**config.mk**
```make
export PLATFORM = sky130hd
export DESIGN_NAME = mux_sel_sequencer
export DESIGN_NICKNAME = d
export VERILOG_FILES = /design/src/rtl/mux_sel_sequencer.sv
export SDC_FILE = /design/constraint.sdc
export NUM_CORES = 1
export LEC_CHECK = 0
export BUFFER_PORTS_ARGS = -buffer_cell sky130_fd_sc_hd__buf_2
export CAP_MARGIN = 20
export CORE_MARGIN = 8
export CORE_UTILIZATION = 45
export CTS_CLUSTER_SIZE = 28
export DETAILED_ROUTE_END_ITERATION = 7
export GPL_TIMING_DRIVEN = 1
export SLEW_MARGIN = 20
export SYNTH_ARGS = -nofsm -noshare
export SYNTH_HDL_FRONTEND = slang
export SYNTH_SLANG_ARGS = --single-unit
```
**constraint.sdc**
```tcl
create_clock -name clk -period 2.35 [get_ports clk]
set_clock_uncertainty 0.1 [all_clocks]
set_input_delay 0.47 -clock clk [delete_from_list [all_inputs] [get_ports clk]]
set_output_delay 0.47 -clock clk [all_outputs]
set_load 0.02 [all_outputs]
```
**src/rtl/mux_sel_sequencer.sv**
```systemverilog
// Scan sequencer for an 8-to-1 mux: steps the select code through all eight inputs,
// samples the fed-back mux output at the end of each hold window and assembles a byte.
module mux_sel_sequencer #(
    parameter int unsigned HOLD = 1
) (
    input  logic       clk,
    input  logic       rst,
    input  logic       start,
    input  logic       msb_first,
    input  logic       mux_out,
    output logic       sel0,
    output logic       sel1,
    output logic       sel2,
    output logic       bit_valid,
    output logic       busy,
    output logic       done,
    output logic [7:0] data_out
);

    // HOLD = 0 behaves exactly like HOLD = 1
    localparam int unsigned HOLD_EFF  = (HOLD == 0) ? 1 : HOLD;
    localparam logic [3:0]  HOLD_LAST = 4'(HOLD_EFF - 1);

    typedef enum logic [1:0] {
        IDLE,
        SCAN,
        DONE
    } state_t;

    state_t     r_state, w_state_nxt;
    logic [2:0] r_sel, w_sel_nxt;
    logic [3:0] r_hold, w_hold_nxt;
    logic [2:0] r_bitcnt, w_bitcnt_nxt;
    logic       r_msb, w_msb_nxt;
    logic [7:0] r_cap, w_cap_nxt;
    logic [7:0] r_data, w_data_nxt;
    logic       w_bit_valid;
    logic       w_last;

    always_comb begin
        w_state_nxt  = r_state;
        w_sel_nxt    = r_sel;
        w_hold_nxt   = r_hold;
        w_bitcnt_nxt = r_bitcnt;
        w_msb_nxt    = r_msb;
        w_cap_nxt    = r_cap;
        w_data_nxt   = r_data;
        w_bit_valid  = (r_state == SCAN) && (r_hold == HOLD_LAST);
        w_last       = w_bit_valid && (r_bitcnt == 3'd7);

        case (r_state)
            IDLE: begin
                w_sel_nxt = '0;
                if (start) begin
                    w_state_nxt  = SCAN;
                    w_msb_nxt    = msb_first;
                    w_sel_nxt    = msb_first ? '1 : '0;
                    w_hold_nxt   = '0;
                    w_bitcnt_nxt = '0;
                    w_cap_nxt    = '0;
                end
            end
            SCAN: begin
                if (w_bit_valid) begin
                    w_cap_nxt[r_sel] = mux_out;
                    w_hold_nxt       = '0;
                    w_bitcnt_nxt     = r_bitcnt + 3'd1;
                    // final code: publish including the bit captured on this very edge
                    if (w_last) begin
                        w_state_nxt = DONE;
                        w_sel_nxt   = '0;
                        w_data_nxt  = w_cap_nxt;
                    end else begin
                        w_sel_nxt = r_msb ? (r_sel - 3'd1) : (r_sel + 3'd1);
                    end
                end else begin
                    w_hold_nxt = r_hold + 4'd1;
                end
            end
            DONE: begin
                w_state_nxt = IDLE;
                w_sel_nxt   = '0;
            end
            default: begin
                w_state_nxt = IDLE;
                w_sel_nxt   = '0;
            end
        endcase
    end

    always_ff @(posedge clk) begin
        if (rst) begin
            r_state  <= IDLE;
            r_sel    <= '0;
            r_hold   <= '0;
            r_bitcnt <= '0;
            r_msb    <= 1'b0;
            r_cap    <= '0;
            r_data   <= '0;
        end else begin
            r_state  <= w_state_nxt;
            r_sel    <= w_sel_nxt;
            r_hold   <= w_hold_nxt;
            r_bitcnt <= w_bitcnt_nxt;
            r_msb    <= w_msb_nxt;
            r_cap    <= w_cap_nxt;
            r_data   <= w_data_nxt;
        end
    end

    assign sel0      = r_sel[0];
    assign sel1      = r_sel[1];
    assign sel2      = r_sel[2];
    assign bit_valid = w_bit_valid;
    assign busy      = (r_state == SCAN);
    assign done      = (r_state == DONE);
    assign data_out  = r_data;

endmodule

```
# Yosys cells after proc, flatten, opt, wreduce, memory -nomap -nowiden
# Index checks and enable logic that the tools add are counted.
# op_classes
n_lt_le_gt_ge,2
n_eq_ne,6
reduce_logical,11
n_addsub,4
mux,22
# op_table
cell,n
$mux 3,7
$mux 8,2
$pmux 8 s2,1
$pmux 3 s2,2
$reduce_and 3->1,3
$bwmux 8,1
$mux 4,2
$pmux 4 s2,1
$add 3x1->3 const B,2
$mux 2,3
$add 4x1->4 const B,1
$logic_not 4->1,1
$lt 3x4->1 const B,1
$ne 2x2->1 const B,2
$pmux 2 s2,1
$reduce_and 2->1,2
$demux 1 s3,1
$eq 3x3->1 const B,1
$ge 3x1->1 const B,1
$logic_and 1x1->1,3
$sub 3x1->3 const B,1
$eq 2x1->1 const B,1
$eq 2x2->1 const B,1
$logic_not 2->1,1
3 further kinds,3
# totals
input_bits,5
out_inout_bits,14
register_bits,29
wordCells,52

# Depth between registers and ports, before layout
# depth
ltp_word,7
mapped_depth,8
ltp_nobuf,7

# Worst setup path before layout
# OpenSTA, ideal clock, no wires.
# synth_path
path_type,reg-to-output
startpoint,register r_hold[0]
endpoint,output bit_valid
arrival_ns,1.213
stages_incl_launch_ff,7
required_time_ns,1.780
n_path_buf,1
path_slack_ns,0.567
path_cell_list,dfxtp_1 > inv_1 > ha_1 > nor3b_4 > nand2_2 > buf_6 > inv_2
# synth_between
elab_chain_cells,2
# synth_lines
item,line_no,rtl
"start, declared",32,"logic [3:0] r_hold, w_hold_nxt;"
"start signal, assigned",103,r_hold <= w_hold_nxt;
$logic_not 4->1,48,w_bit_valid = (r_state == SCAN) && (r_hold == HOLD_LAST);
$logic_and 1x1->1,48,
"end, declared",14,"output logic bit_valid,"
# Every way passes these cells.

# Worst setup path in the final report
# Same ends and word-level chain as after synthesis.

==> results.ini <==
[placed_design]
dp_cells=217
io_buffers=18
gp_congestion=0.767
dpl-instance-area_mm2=0.00160
dp_hpwl_mm=2.09

[cts]
post_cts.repair.setup_buffers=0
clock_path_buffers=2
cts_htree_levels=2
cts.clk_slew.worst_paths_ns=0.09
cts-resized-gates=0
clock-sinks=29
root_buffer=clkbuf_4
cts_made_buffers=5
tritoncts=done
clk_latency_ns=0.33
hold_buffers=0

[finish]
fin_util_pct=50.7
layout_common_cells=29 x dfxtp_1, 18 x buf_2, 17 x nor2_1
fin_area_mm2=0.00165
nets=188
final_common_cell=dfxtp_1
fin_cells=225
num_antenna_cells=0
area_growth_pct=10.5
layout-drive-gt1-share_pct=25.7

[worst_setup_path]
reg2reg_depth=7
cp-end-kind=output port
crit_fanout=5
cp.required_ns=1.78
worstSetupStartpointType=register
worstPathArrival_ns=1.62
crit_type=register to output port

[global_route]
grt_max_degree=18
antenna_found_initial=0
grt_pass1_wl_mm=5.00
grtUsageTotal_pct=12.0
grt_pass1_vias=1123
grt_remaining_overflow=0

[synth]
yosysSeqAreaShare_pct=38.8
avgSynthCellArea_um2=9.29
synth_top_area_share_pct=38.8
synth_top_cell_by_area=dfxtp_1
synthTopCellsByArea=dfxtp_1 39%, mux2_4 7.0%, mux2i_1 5.4%, nor2_1 4.3%, a21oi_1 4.0%
syn-instance-count=161
netlist_area_mm2=0.00150
ys_types=38
ys_ff_latch=29
ys_warn_count=0
syn-num-nets=171

[sta]
final.setup.tns_ns=0
tightestPinTransition_ns=0.483
final-setup-viol-count=0
max_clock_freq_mhz=456
period_needed_ns=2.19
hold_viol_final=0
maxSlewHeadroom_pct=67.8
finalCritPeriodShare_pct=93.3
whs_ns=0.363
slew_viol_final=0
rsz0062_at_grt=no

[pwr]
p_per_area_mw_per_mm2=558
worst_ir_drop_vdd_uv=280
cellLeakagePower_nw=0.670

[routing]
first_iter_violations=78
ant_nets=0
wire_per_inst_um=13.0
vias_per_cell=5.08
post-route-drc-count=0
vias=1142
wl_mm=2.93
drtPass1Iterations=4

[floorplan]
initial_utilization_pct=45.9
die_h_um=73.6
io_pins=19
die_w_um=73.6
core_mm2=0.00326
placementRows=21
dieArea_mm2=0.00542

[job]
cap_violations=0

[min_path]
min_path_type=primary input to register
min_path_cells=2

[run_status]
status=complete, no violations

## worst paths after layout
check / end / slack [ns] / start
max: bit_valid / 0.16 / r_hold[0]
min: r_state[0] / 0.36 / rst
max reg2reg: r_cap[7] / 0.51 / r_hold[0]
min reg2reg: r_bitcnt[1] / 0.38 / r_bitcnt[1]
## through the flow
step / setup slack, ns / power [W]
after floorplan: 0.567 / 0.000622
after global placement: 0.564 / 0.000647
after CTS: 0.133 / 0.000936
final: 0.158 / 0.000923
after global routing: 0.0352 / 0.000968
after detailed placement: 0.514 / 0.000648
## cells in the mapped netlist
library cell,instances
a211oi_1,8
a21oi_1,12
a22oi_1,2
a31oi_1,1
buf_2,4
buf_4,1
buf_6,1
clkbuf_1,4
clkinv_2,1
dfxtp_1,29
fa_1,1
ha_1,4
inv_1,4
inv_2,1
mux2_1,2
mux2_4,7
mux2i_1,8
nand2_1,15
nand2_2,1
nand2b_1,1
nand2b_4,1
nand3_1,4
nand3b_1,3
nand4b_1,1
nand4bb_4,1
nor2_1,17
nor2_2,7
nor2_4,1
nor2b_1,1
nor3_1,4
nor3b_1,3
nor3b_4,1
o21ai_0,2
o21ai_1,2
o21bai_1,1
or3b_1,2
or4_1,1
xnor2_1,2
## metal layers
| layer | track usage (%) | share of wire (%) | vias to the layer above |
|---|---|---|---|
| li1 | - | - | 592 |
| met1 | 13.7 | 47 | 528 |
| met2 | 19.3 | 46 | 14 |
| met3 | 3.27 | 4.5 | 8 |
| met4 | 7.32 | 2.5 | 0 |
| met5 | 0 | 0 | - |
## area by class of cell
class | instances | area [um^2]
multi-input cells | 116 | 837
repair buffers | 20 | 105
inverters | 6 | 23.8
fillers | 339 | 1610
clock buffers | 8 | 48.8
flip-flops and latches | 29 | 581
well taps | 46 | 57.6
## state kept, by name (all words and copies together) (netlist names)
signal and count:
data_out 8, r_bitcnt 3, r_cap 8, r_hold 4
r_msb 1, r_sel 3, r_state 2
## cell families after synthesis
logic type | after synthesis | synth area share, %
buf+inv | 16 | 5.19
flops | 29 | 38.8
simple gates | 64 | 24.9
fa+ha+maj | 5 | 4.69
mux | 17 | 13.9
xor+xnor | 2 | 1.17
compound gates | 28 | 11.3
## where the power goes
group / total, W / switching [W] / leakage (nW) / internal [W]
Combinational: 0.000114 / 0.0000673 / 0.409 / 0.0000470
Clock: 0.000286 / 0.000167 / 0.0265 / 0.000119
Sequential: 0.000522 / 0.0000204 / 0.235 / 0.000501
## critical path, stage by stage (launching register included)
cell	delay, ns
dfxtp_1	0.34
inv_1	0.08
ha_1	0.23
nor3b_4	0.31
nand2_2	0.10
inv_2	0.07
buf_2	0.16
(Power assumes the default switching activity.)
